<file path="config.mk">
export PLATFORM = sky130hd
export DESIGN_NAME = uart_tx_serializer
export DESIGN_NICKNAME = d
export VERILOG_FILES = /design/src/rtl/uart_pkg.sv /design/src/rtl/uart_baud_tick.sv /design/src/rtl/uart_tx_serializer.sv
export SDC_FILE = /design/constraint.sdc
export NUM_CORES = 1
export LEC_CHECK = 0
export ABC_AREA = 1
export CAP_MARGIN = 20
export CORE_AREA = 2 2 92 94
export DETAILED_ROUTE_END_ITERATION = 7
export DIE_AREA = 0 0 94 96
export PLACE_DENSITY = 0.72
export SLEW_MARGIN = 30
export SYNTH_ARGS = -nofsm -noshare
export SYNTH_HDL_FRONTEND = slang
export SYNTH_SLANG_ARGS = --single-unit
</file>
<file path="constraint.sdc">
create_clock -name clk -period 1.8 [get_ports clk]
set_clock_uncertainty 0.15 [all_clocks]
set_input_delay 0.18 -clock clk [delete_from_list [all_inputs] [get_ports clk]]
set_output_delay 0.18 -clock clk [all_outputs]
set_load 0.05 [all_outputs]
</file>
<file path="src/rtl/uart_pkg.sv">
// rtl/uart_pkg.sv - shared UART constants and transmit FSM state type
package uart_pkg;

    localparam int CLKS_PER_TICK = 13;
    localparam int TICKS_PER_BIT = 16;
    localparam int FIFO_ADDR_W   = 9;

    typedef enum logic [2:0] {
        TX_IDLE    = 3'd0,
        TX_FETCH   = 3'd1,
        TX_WAIT_RD = 3'd2,
        TX_START   = 3'd3,
        TX_DATA    = 3'd4,
        TX_STOP    = 3'd5,
        TX_DONE    = 3'd6
    } tx_state_t;

endpackage

</file>
<file path="src/rtl/uart_baud_tick.sv">
// rtl/uart_baud_tick.sv - oversample tick divider, one tick every CLKS_PER_TICK clocks
module uart_baud_tick #(
    parameter int CLKS_PER_TICK = 13
) (
    input  logic clk,
    input  logic reset,
    input  logic en,
    input  logic clr,
    output logic tick
);

    localparam int CW = (CLKS_PER_TICK > 1) ? $clog2(CLKS_PER_TICK) : 1;
    localparam logic [CW-1:0] CNT_LAST = CW'(CLKS_PER_TICK - 1);

    logic [CW-1:0] r_clk_cnt;

    // Divider counts only while enabled; held at zero otherwise so a new frame starts phase-aligned
    always_ff @(posedge clk or posedge reset) begin
        if (reset) begin
            r_clk_cnt <= '0;
        end else if (clr || !en) begin
            r_clk_cnt <= '0;
        end else if (r_clk_cnt == CNT_LAST) begin
            r_clk_cnt <= '0;
        end else begin
            r_clk_cnt <= r_clk_cnt + CW'(1);
        end
    end

    assign tick = en && (r_clk_cnt == CNT_LAST);

endmodule

</file>
<file path="src/rtl/uart_tx_serializer.sv">
// rtl/uart_tx_serializer.sv - drains the Tx BRAM FIFO and serializes bytes as 8N1
module uart_tx_serializer
    import uart_pkg::*;
#(
    parameter int P_CLKS_PER_TICK = CLKS_PER_TICK,
    parameter int P_TICKS_PER_BIT = TICKS_PER_BIT,
    parameter int ADDR_W          = FIFO_ADDR_W
) (
    input  logic              clk,
    input  logic              reset,
    input  logic              tx_start,
    input  logic [ADDR_W:0]   tx_len,
    input  logic [7:0]        tx_fifo_rd,
    output logic [ADDR_W-1:0] tx_fifo_ra,
    output logic              tx_fifo_ren,
    output logic              tx_busy,
    output logic              tx_done,
    output logic              tx
);

    localparam int TW = (P_TICKS_PER_BIT > 1) ? $clog2(P_TICKS_PER_BIT) : 1;
    localparam logic [TW-1:0]   TICK_LAST = TW'(P_TICKS_PER_BIT - 1);
    localparam logic [ADDR_W:0] MAX_LEN   = {1'b1, {ADDR_W{1'b0}}};

    tx_state_t         r_state;
    logic [ADDR_W:0]   r_len;
    logic [ADDR_W:0]   r_sent;
    logic [ADDR_W-1:0] r_ra;
    logic [7:0]        r_shift;
    logic [2:0]        r_bit_cnt;
    logic [TW-1:0]     r_tick_cnt;
    logic              r_tx;
    logic              r_busy;
    logic              r_done;

    logic              w_tick;
    logic              w_baud_en;
    logic              w_baud_clr;
    logic              w_bit_end;
    logic [ADDR_W:0]   w_len_clamped;
    logic [ADDR_W:0]   w_sent_next;

    assign w_baud_en     = (r_state == TX_START) || (r_state == TX_DATA) || (r_state == TX_STOP);
    assign w_baud_clr    = (r_state == TX_WAIT_RD);
    assign w_bit_end     = w_tick && (r_tick_cnt == TICK_LAST);
    assign w_len_clamped = (tx_len > MAX_LEN) ? MAX_LEN : tx_len;
    assign w_sent_next   = r_sent + (ADDR_W + 1)'(1);

    uart_baud_tick #(
        .CLKS_PER_TICK (P_CLKS_PER_TICK)
    ) u_baud_tick (
        .clk   (clk),
        .reset (reset),
        .en    (w_baud_en),
        .clr   (w_baud_clr),
        .tick  (w_tick)
    );

    // Ticks within the current bit; restarted before each frame so bit edges land on exact boundaries
    always_ff @(posedge clk or posedge reset) begin
        if (reset) begin
            r_tick_cnt <= '0;
        end else if (w_baud_clr) begin
            r_tick_cnt <= '0;
        end else if (w_baud_en && w_tick) begin
            if (r_tick_cnt == TICK_LAST) begin
                r_tick_cnt <= '0;
            end else begin
                r_tick_cnt <= r_tick_cnt + TW'(1);
            end
        end
    end

    // Frame sequencer: fetch a byte, shift it out LSB-first between start and stop bits, repeat until len sent
    always_ff @(posedge clk or posedge reset) begin
        if (reset) begin
            r_state   <= TX_IDLE;
            r_len     <= '0;
            r_sent    <= '0;
            r_ra      <= '0;
            r_shift   <= '0;
            r_bit_cnt <= '0;
            r_tx      <= 1'b1;
            r_busy    <= 1'b0;
            r_done    <= 1'b0;
        end else begin
            r_done <= 1'b0;
            case (r_state)
                TX_IDLE: begin
                    r_tx <= 1'b1;
                    if (tx_start) begin
                        r_len  <= w_len_clamped;
                        r_sent <= '0;
                        r_ra   <= '0;
                        r_busy <= 1'b1;
                        if (w_len_clamped == '0) begin
                            r_state <= TX_DONE;
                            r_done  <= 1'b1;
                        end else begin
                            r_state <= TX_FETCH;
                        end
                    end
                end
                TX_FETCH: begin
                    r_state <= TX_WAIT_RD;
                end
                TX_WAIT_RD: begin
                    r_shift   <= tx_fifo_rd;
                    r_bit_cnt <= '0;
                    r_tx      <= 1'b0;
                    r_state   <= TX_START;
                end
                TX_START: begin
                    if (w_bit_end) begin
                        r_tx    <= r_shift[0];
                        r_state <= TX_DATA;
                    end
                end
                TX_DATA: begin
                    if (w_bit_end) begin
                        if (r_bit_cnt == 3'd7) begin
                            r_tx    <= 1'b1;
                            r_state <= TX_STOP;
                        end else begin
                            r_shift   <= {1'b0, r_shift[7:1]};
                            r_tx      <= r_shift[1];
                            r_bit_cnt <= r_bit_cnt + 3'd1;
                        end
                    end
                end
                TX_STOP: begin
                    if (w_bit_end) begin
                        r_sent <= w_sent_next;
                        r_ra   <= r_ra + ADDR_W'(1);
                        if (w_sent_next == r_len) begin
                            r_state <= TX_DONE;
                            r_done  <= 1'b1;
                        end else begin
                            r_state <= TX_FETCH;
                        end
                    end
                end
                TX_DONE: begin
                    r_busy  <= 1'b0;
                    r_state <= TX_IDLE;
                end
                default: begin
                    r_state <= TX_IDLE;
                end
            endcase
        end
    end

    assign tx_fifo_ra  = r_ra;
    assign tx_fifo_ren = (r_state == TX_FETCH);
    assign tx_busy     = r_busy;
    assign tx_done     = r_done;
    assign tx          = r_tx;

endmodule

</file>
==> results of run 1 <==
critical path, stage by stage, from the launching register on:
cell,delay [ns]
dfrtp_1,0.41
inv_2,0.12
nand2_4,0.08
nor2_4,0.17
nor2_4,0.07
nand2_4,0.07
nand2_4,0.05
inv_4,0.07
nand2_8,0.07
a22oi_4,0.28
clkbuf_16,0.22
o211ai_1,0.08
o21ai_1,0.08
state kept, by name, summed over array words and instances (netlist names):
register and count:
tx 1, r_sent 10, tx_busy 1, r_state 3
r_len 10, r_shift 8, r_tick_cnt 4, tx_done 1
r_bit_cnt 3, u_baud_tick.r_clk_cnt 4, tx_fifo_ra 9
cells in the mapped netlist:
cell type / number
nand2_1: 103
inv_1: 62
dfrtp_1: 53
nand3_1: 38
nor2_1: 20
o21ai_1: 16
o21ai_0: 13
inv_2: 8
ha_1: 7
o211ai_1: 7
o22ai_2: 7
a21oi_1: 6
nor3_1: 6
xor2_1: 6
nor2_2: 5
nand2_4: 4
nand4_1: 4
o31ai_1: 4
buf_2: 3
nand2_2: 3
o31ai_2: 3
xnor2_1: 3
a211oi_1: 2
buf_6: 2
nor2_4: 2
o21a_1: 2
o21ai_2: 2
a22oi_4: 1
and3_1: 1
buf_4: 1
clkbuf_1: 1
dfstp_2: 1
inv_4: 1
nand3_2: 1
nor3_2: 1
o21bai_1: 1
o22ai_1: 1
power by group:
group	switching (mW)	leakage [nW]	internal, mW
Clock	0.402	0.0482	0.312
Sequential	0.00353	0.587	1.22
Combinational	0.0520	1.62	0.0544
Total	0.457	2.25	1.59
stage by stage:
| step | TNS [ns] | power, mW | hold slack (ns) | instances | instance area, um^2 |
|---|---|---|---|---|---|
| after detailed placement | -1.526 | 1.354 | 0.3473 | 585 | 4001 |
| after global routing | -6.576 | 2.118 | 0.1035 | 608 | 4579 |
| after CTS | -1.171 | 2.070 | 0.08585 | 599 | 4268 |
| after global placement | -1.462 | 1.352 | 0.3422 | 585 | 4001 |
| after floorplan | -0.00005751 | 1.282 | 0.1510 | 401 | 3173 |
| final | -3.279 | 2.045 | 0.07432 | 608 | 4579 |
area by class of cell:
| class | instances | area, um^2 | area share |
|---|---|---|---|
| clock buffers | 7 | 86.33 | 0.01885 |
| flip-flops and latches | 54 | 1359 | 0.2967 |
| clock inverters | 1 | 5.005 | 0.001093 |
| multi-input cells | 269 | 1767 | 0.3858 |
| inverters | 71 | 284.0 | 0.06202 |
| repair buffers | 101 | 947.2 | 0.2068 |
| well taps | 105 | 131.4 | 0.02869 |
per-layer routing:
| layer | share of wire | GRT usage |
|---|---|---|
| met5 | 0 | 0 |
| met4 | 0.022 | 0.03744 |
| met3 | 0.025 | 0.02741 |
| met2 | 0.53 | 0.3363 |
| met1 | 0.42 | 0.2156 |
what timing repair did:
action / 4_1_cts / 5_1_grt
setup buffers: 5 / 6
cloned: 1 / 3
setup endpoints to repair: 32 / 47
pin swaps: 4 / 29
resized for setup: 26 / 53
cells in the final DEF (no fill, tap or decap), types with 12 or more instances in the layout:
cell type | synthesis | layout
buf_4 | 1 | 66
clkdlybuf4s50_1 | 0 | 20
dfrtp_1 | 53 | 48
inv_1 | 62 | 56
inv_2 | 8 | 12
nand2_1 | 103 | 88
nand2_2 | 3 | 12
nand3_1 | 38 | 35
o21ai_0 | 13 | 12
o21ai_1 | 16 | 12
kinds of logic after synthesis:
group,synth area share
compound gates,0.1476
fa+ha+maj,0.02778
buf+inv,0.1008
flops,0.4290
xor+xnor,0.02500
simple gates,0.2698
worst min path at each step:
stage / endpoint / slack [ns] / cells after the start
floorplan: r_len[5] / 0.15 / 2
global placement: r_len[1] / 0.34 / 2
detailed placement: r_len[1] / 0.35 / 2
CTS: r_bit_cnt[0] / 0.09 / 3
global route: r_sent[8] / 0.10 / 3
finish: r_sent[8] / 0.07 / 3
==> impl_metrics.yaml, run 1 <==
run_status:
  status: "complete, but fails checks"
  violations: "negative setup slack"
layout:
  syn_to_final_growth_pct: 45.24
  final_nets: 530
  postLayoutCoreUtil: 0.5688
  diodes: 0
  fillers: 712
  drive_above_1_share: 0.3479
timing:
  finalHoldViolCount: 0
  worst_slew_pin_slew_ns: 0.3403
  maxSlewHeadroom: 0.7714
  rsz0062_at_grt: "yes"
  finalMaxSlewViolations: 0
  max_clock_freq_ghz: 0.5019
  min_period_ns: 1.993
  setup_viol: 32
  period_share: 1.107
  setup_ws_ns: -0.1926
logic_synthesis:
  ys_seq_elements: 54
  yosysTopAreaCellShare: 0.4206
  yosysSeqAreaShare: 0.4290
  synth.distinct_cells: 37
  syn_area_per_cell_um2: 7.863
  synth_area_leader_cell: "dfrtp_1"
  syn_inst: 401
  ys_warn_count: 0
  ys_top_cells_by_area: "dfrtp_1, nand2_1, inv_1, nand3_1, ha_1"
  synth_area_um2: 3153
  syn_nets: 429
route:
  wl_per_cell_um: 12.95
  routed_wl_um: 7875
  postRouteAntennaNets: 0
  drt_iter0_drc: 131
  route.vias.total: 2959
  drc: 0
  first_pass_iters: 4
  vias_per_cell: 4.867
cts:
  cts_root_buffer: "clkbuf_8"
  clkTransAtPathRegs_ns: 0.10
  cts.sinks: 54
  clk_latency_ns: 0.31
  cts_tree: "built"
  cts_buffers: 5
  cts.htree.levels: 2
  cts-hold-fix-buffers: 0
  cts_max_path_buffers: 2
pwr:
  p_per_area_nw_per_um2: 446.5
  leakagePower_nw: 2.254
  vdd_ir_drop_max_uv: 345.9
setup_path:
  crit_arrival_ns: 2.09
  crit_path_end_kind: "flop"
  path_class: "flop to flop"
  crit_end: "r_shift[4]"
  r2r_end: "r_shift[4]"
  critical_path_required_ns: 1.90
  crit_path_max_fanout: 5
  worstReg2RegStart: "r_state[1]"
  ff2ff_setup_slack_ns: -0.19
  crit_path_start_kind: "flop"
  crit_start: "r_state[1]"
  r2r_cells: 12
floorplan:
  io_pins: 34
  die_y_um: 96
  core_um2: 8051
  start_util: 0.3916
  num_rows: 33
  dieWidth_um: 94
  fp.dieArea_um2: 9024
min_path:
  hp-class: "input port to async pin"
place:
  dp_hpwl_um: 5415
  dp_slack_ns: -0.1113
  portBuffers: 33
  gp_congestion: 0.9278
job:
  maxCapViolCount: 0
grt:
  grt_pass1_vias: 2888
  grt_overflow: 0
  grt_usage: 0.1785
  grt_first_pass_wirelength_um: 12780
  grt_max_degree: 55
  antenna_found_initial: 0
(Power assumes the default switching activity.)
==> run 2, diff against run 1 <==
- CORE_AREA: 2 2 92 94 -> 2 2 82 84
- DIE_AREA: 0 0 94 96 -> 0 0 84 86
- PLACE_DENSITY: 0.72 -> 0.86
==> impl_metrics.yaml, run 2 (synthesized netlist as in run 1, its figures left out) <==
grt:
  antenna_found_initial: 0
  grt_overflow: 0
  grt_pass1_vias: 2979
  grt_usage: 0.2147
  grt_first_pass_wirelength_um: 12710
  grt_max_degree: 55
pwr:
  finalPower_mw: 2.181
  sw_frac_of_total: 0.2248
  seqPwrFrac: 0.561
  p_switching_mw: 0.4904
  clockPowerShare: 0.391
  vdd_ir_drop_max_uv: 363.4
  leakagePower_nw: 2.315
  internal_power_mw: 1.691
  p_per_area_nw_per_um2: 475.7
  comb_power_share: 0.048
floorplan:
  start_util: 0.5023
  die_y_um: 86
  dieWidth_um: 84
  fp.dieArea_um2: 7224
  num_rows: 29
  io_pins: 34
  core_um2: 6277
layout:
  syn_to_final_growth_pct: 45.44
  seqCellArea_um2: 1358
  mostFrequentLayoutCells: "nand2_1, buf_4, inv_1"
  fillers: 394
  multi_input_area_um2: 1768
  final_nets: 533
  layout_commonest_cell: "nand2_1"
  diodes: 0
  drive_above_1_share: 0.3794
place:
  gp_congestion: 0.9974
  dp_slack_ns: -0.1336
  dp_hpwl_um: 5387
  portBuffers: 33
timing:
  finalMaxSlewViolations: 0
  rsz0062_at_grt: "yes"
  worst_slew_pin_slew_ns: 0.3549
  maxSlewHeadroom: 0.7620
  period_share: 1.161
  max_clock_freq_ghz: 0.4785
  fin_tns_setup_ns: -6.962
  setup_ws_ns: -0.2897
  setup_viol: 36
  finalHoldViolCount: 0
  min_period_ns: 2.090
  fin_hold_ws_ns: 0.06094
cts:
  cts_buffers: 5
  cts_root_buffer: "clkbuf_8"
  clkTransAtPathRegs_ns: 0.10
  cts.htree.levels: 2
  cts_max_path_buffers: 2
  cts-hold-fix-buffers: 0
  clk_latency_ns: 0.33
  cts.sinks: 54
  cts_tree: "built"
route:
  drt_iter0_drc: 220
  first_pass_iters: 5
  drc: 0
  postRouteAntennaNets: 0
  wl_per_cell_um: 16.94
  route.vias.total: 3259
  routed_wl_um: 9875
  vias_per_cell: 5.590
setup_path:
  crit_path_end_kind: "flop"
  path_class: "flop to flop"
  path_delay_family: "buffers and inverters"
  crit_path_start_kind: "flop"
  cp_num_buf_inv: 4
  critical_path_required_ns: 1.91
  crit_path_max_fanout: 5
  max_stage_delay_ns: 0.44
  crit_chain: "inv_2 > nand2_4 > nor2_4 > inv_1 > nor2_1 > inv_2 > a22oi_4 > clkbuf_16 > o211ai_1 > o21ai_1"
  crit_arrival_ns: 2.20
  worst_path_most_repeated_cell: "inv_2"
  crit_path_top_delay_cell: "dfrtp_1"
run_status:
  status: "complete, but fails checks"
  violations: "negative setup slack"
min_path:
  hp-class: "input port to async pin"
job:
  maxCapViolCount: 0
## run 2: cell types whose count changed in the layout (fill, tap and decap cells not counted), moves of 4 or more
| cell | previous run | this run |
|---|---|---|
| nand2_1 | 88 | 84 |
| nand3_1 | 35 | 30 |
| buf_4 | 66 | 70 |
| nor2_4 | 10 | 6 |
| nand3_2 | 3 | 8 |
| nand2_4 | 7 | 13 |
| nor2_2 | 6 | 11 |
## run 2: through the flow
step                      instances  instance area [um^2]  utilization
final                           583                  4586       0.7305
after global routing            583                  4586       0.7305
after CTS                       567                  4141       0.6598
after detailed placement        553                  3961       0.6311
after global placement          553                  3961       0.6311
after floorplan                 401                  3173            -
## run 2: power groups by stage
stage | clock (mW) | combinational [mW] | sequential [mW]
2_1_floorplan | 0 | 0.0351 | 1.25
4_1_cts | 0.852 | 0.103 | 1.22
5_1_grt | 0.892 | 0.118 | 1.23
3_5_place_dp | 0 | 0.103 | 1.25
3_3_place_gp | 0 | 0.100 | 1.25
6_report | 0.852 | 0.104 | 1.22
## run 2: final cells by class
| type | count | share of cell area |
|---|---|---|
| clock inverter | 2 | 0.008186 |
| sequential | 54 | 0.2960 |
| inverter | 71 | 0.06030 |
| timing repair buffer | 104 | 0.2131 |
| multi-input combinational | 269 | 0.3855 |
| clock buffer | 6 | 0.01583 |
| tap | 77 | 0.02101 |
## run 2: worst register-to-register path: stages, from the launching register on
cell and delay (ns):
dfrtp_1 0.44, inv_2 0.15, nand2_4 0.08, nor2_4 0.16, inv_1 0.10, nor2_1 0.19
inv_2 0.09, a22oi_4 0.30, clkbuf_16 0.21, o211ai_1 0.08, o21ai_1 0.08
## run 2: per-layer routing
layer | share of wire | vias to the layer above | GRT usage
met5 | 0 | - | 0
met2 | 0.52 | 156 | 0.4051
met4 | 0.055 | 0 | 0.05425
li1 | - | 1497 | -
met3 | 0.061 | 60 | 0.03561
met1 | 0.36 | 1546 | 0.2543
## run 2: path summary, 6_finish.rpt
path / from / cells past startpoint / to / slack (ns)
max in group asynchronous: reset / 3 / tx / 1.15
setup reg to reg: r_state[0] / 10 / r_shift[6] / -0.29
hold / removal: reset / 3 / tx_done / 0.06
setup / recovery: r_state[0] / 10 / r_shift[6] / -0.29
hold reg to reg: r_shift[3] / 2 / r_shift[3] / 0.38
min in group clk: tx_fifo_rd[7] / 3 / r_shift[7] / 0.28
## run 2: what timing repair did
action                                  in CTS  in global routing
pin swaps                                    5                 23
setup buffers                                6                 15
endpoints found under the setup margin      43                 47
cloned                                       0                  3
gates resized for setup                      8                 73
==> run 3, diff against run 2 <==
- SLEW_MARGIN: 30 -> 10
==> results of run 3 <==
Same layout as run 2: the final DEF is identical, and so are final timing and power.
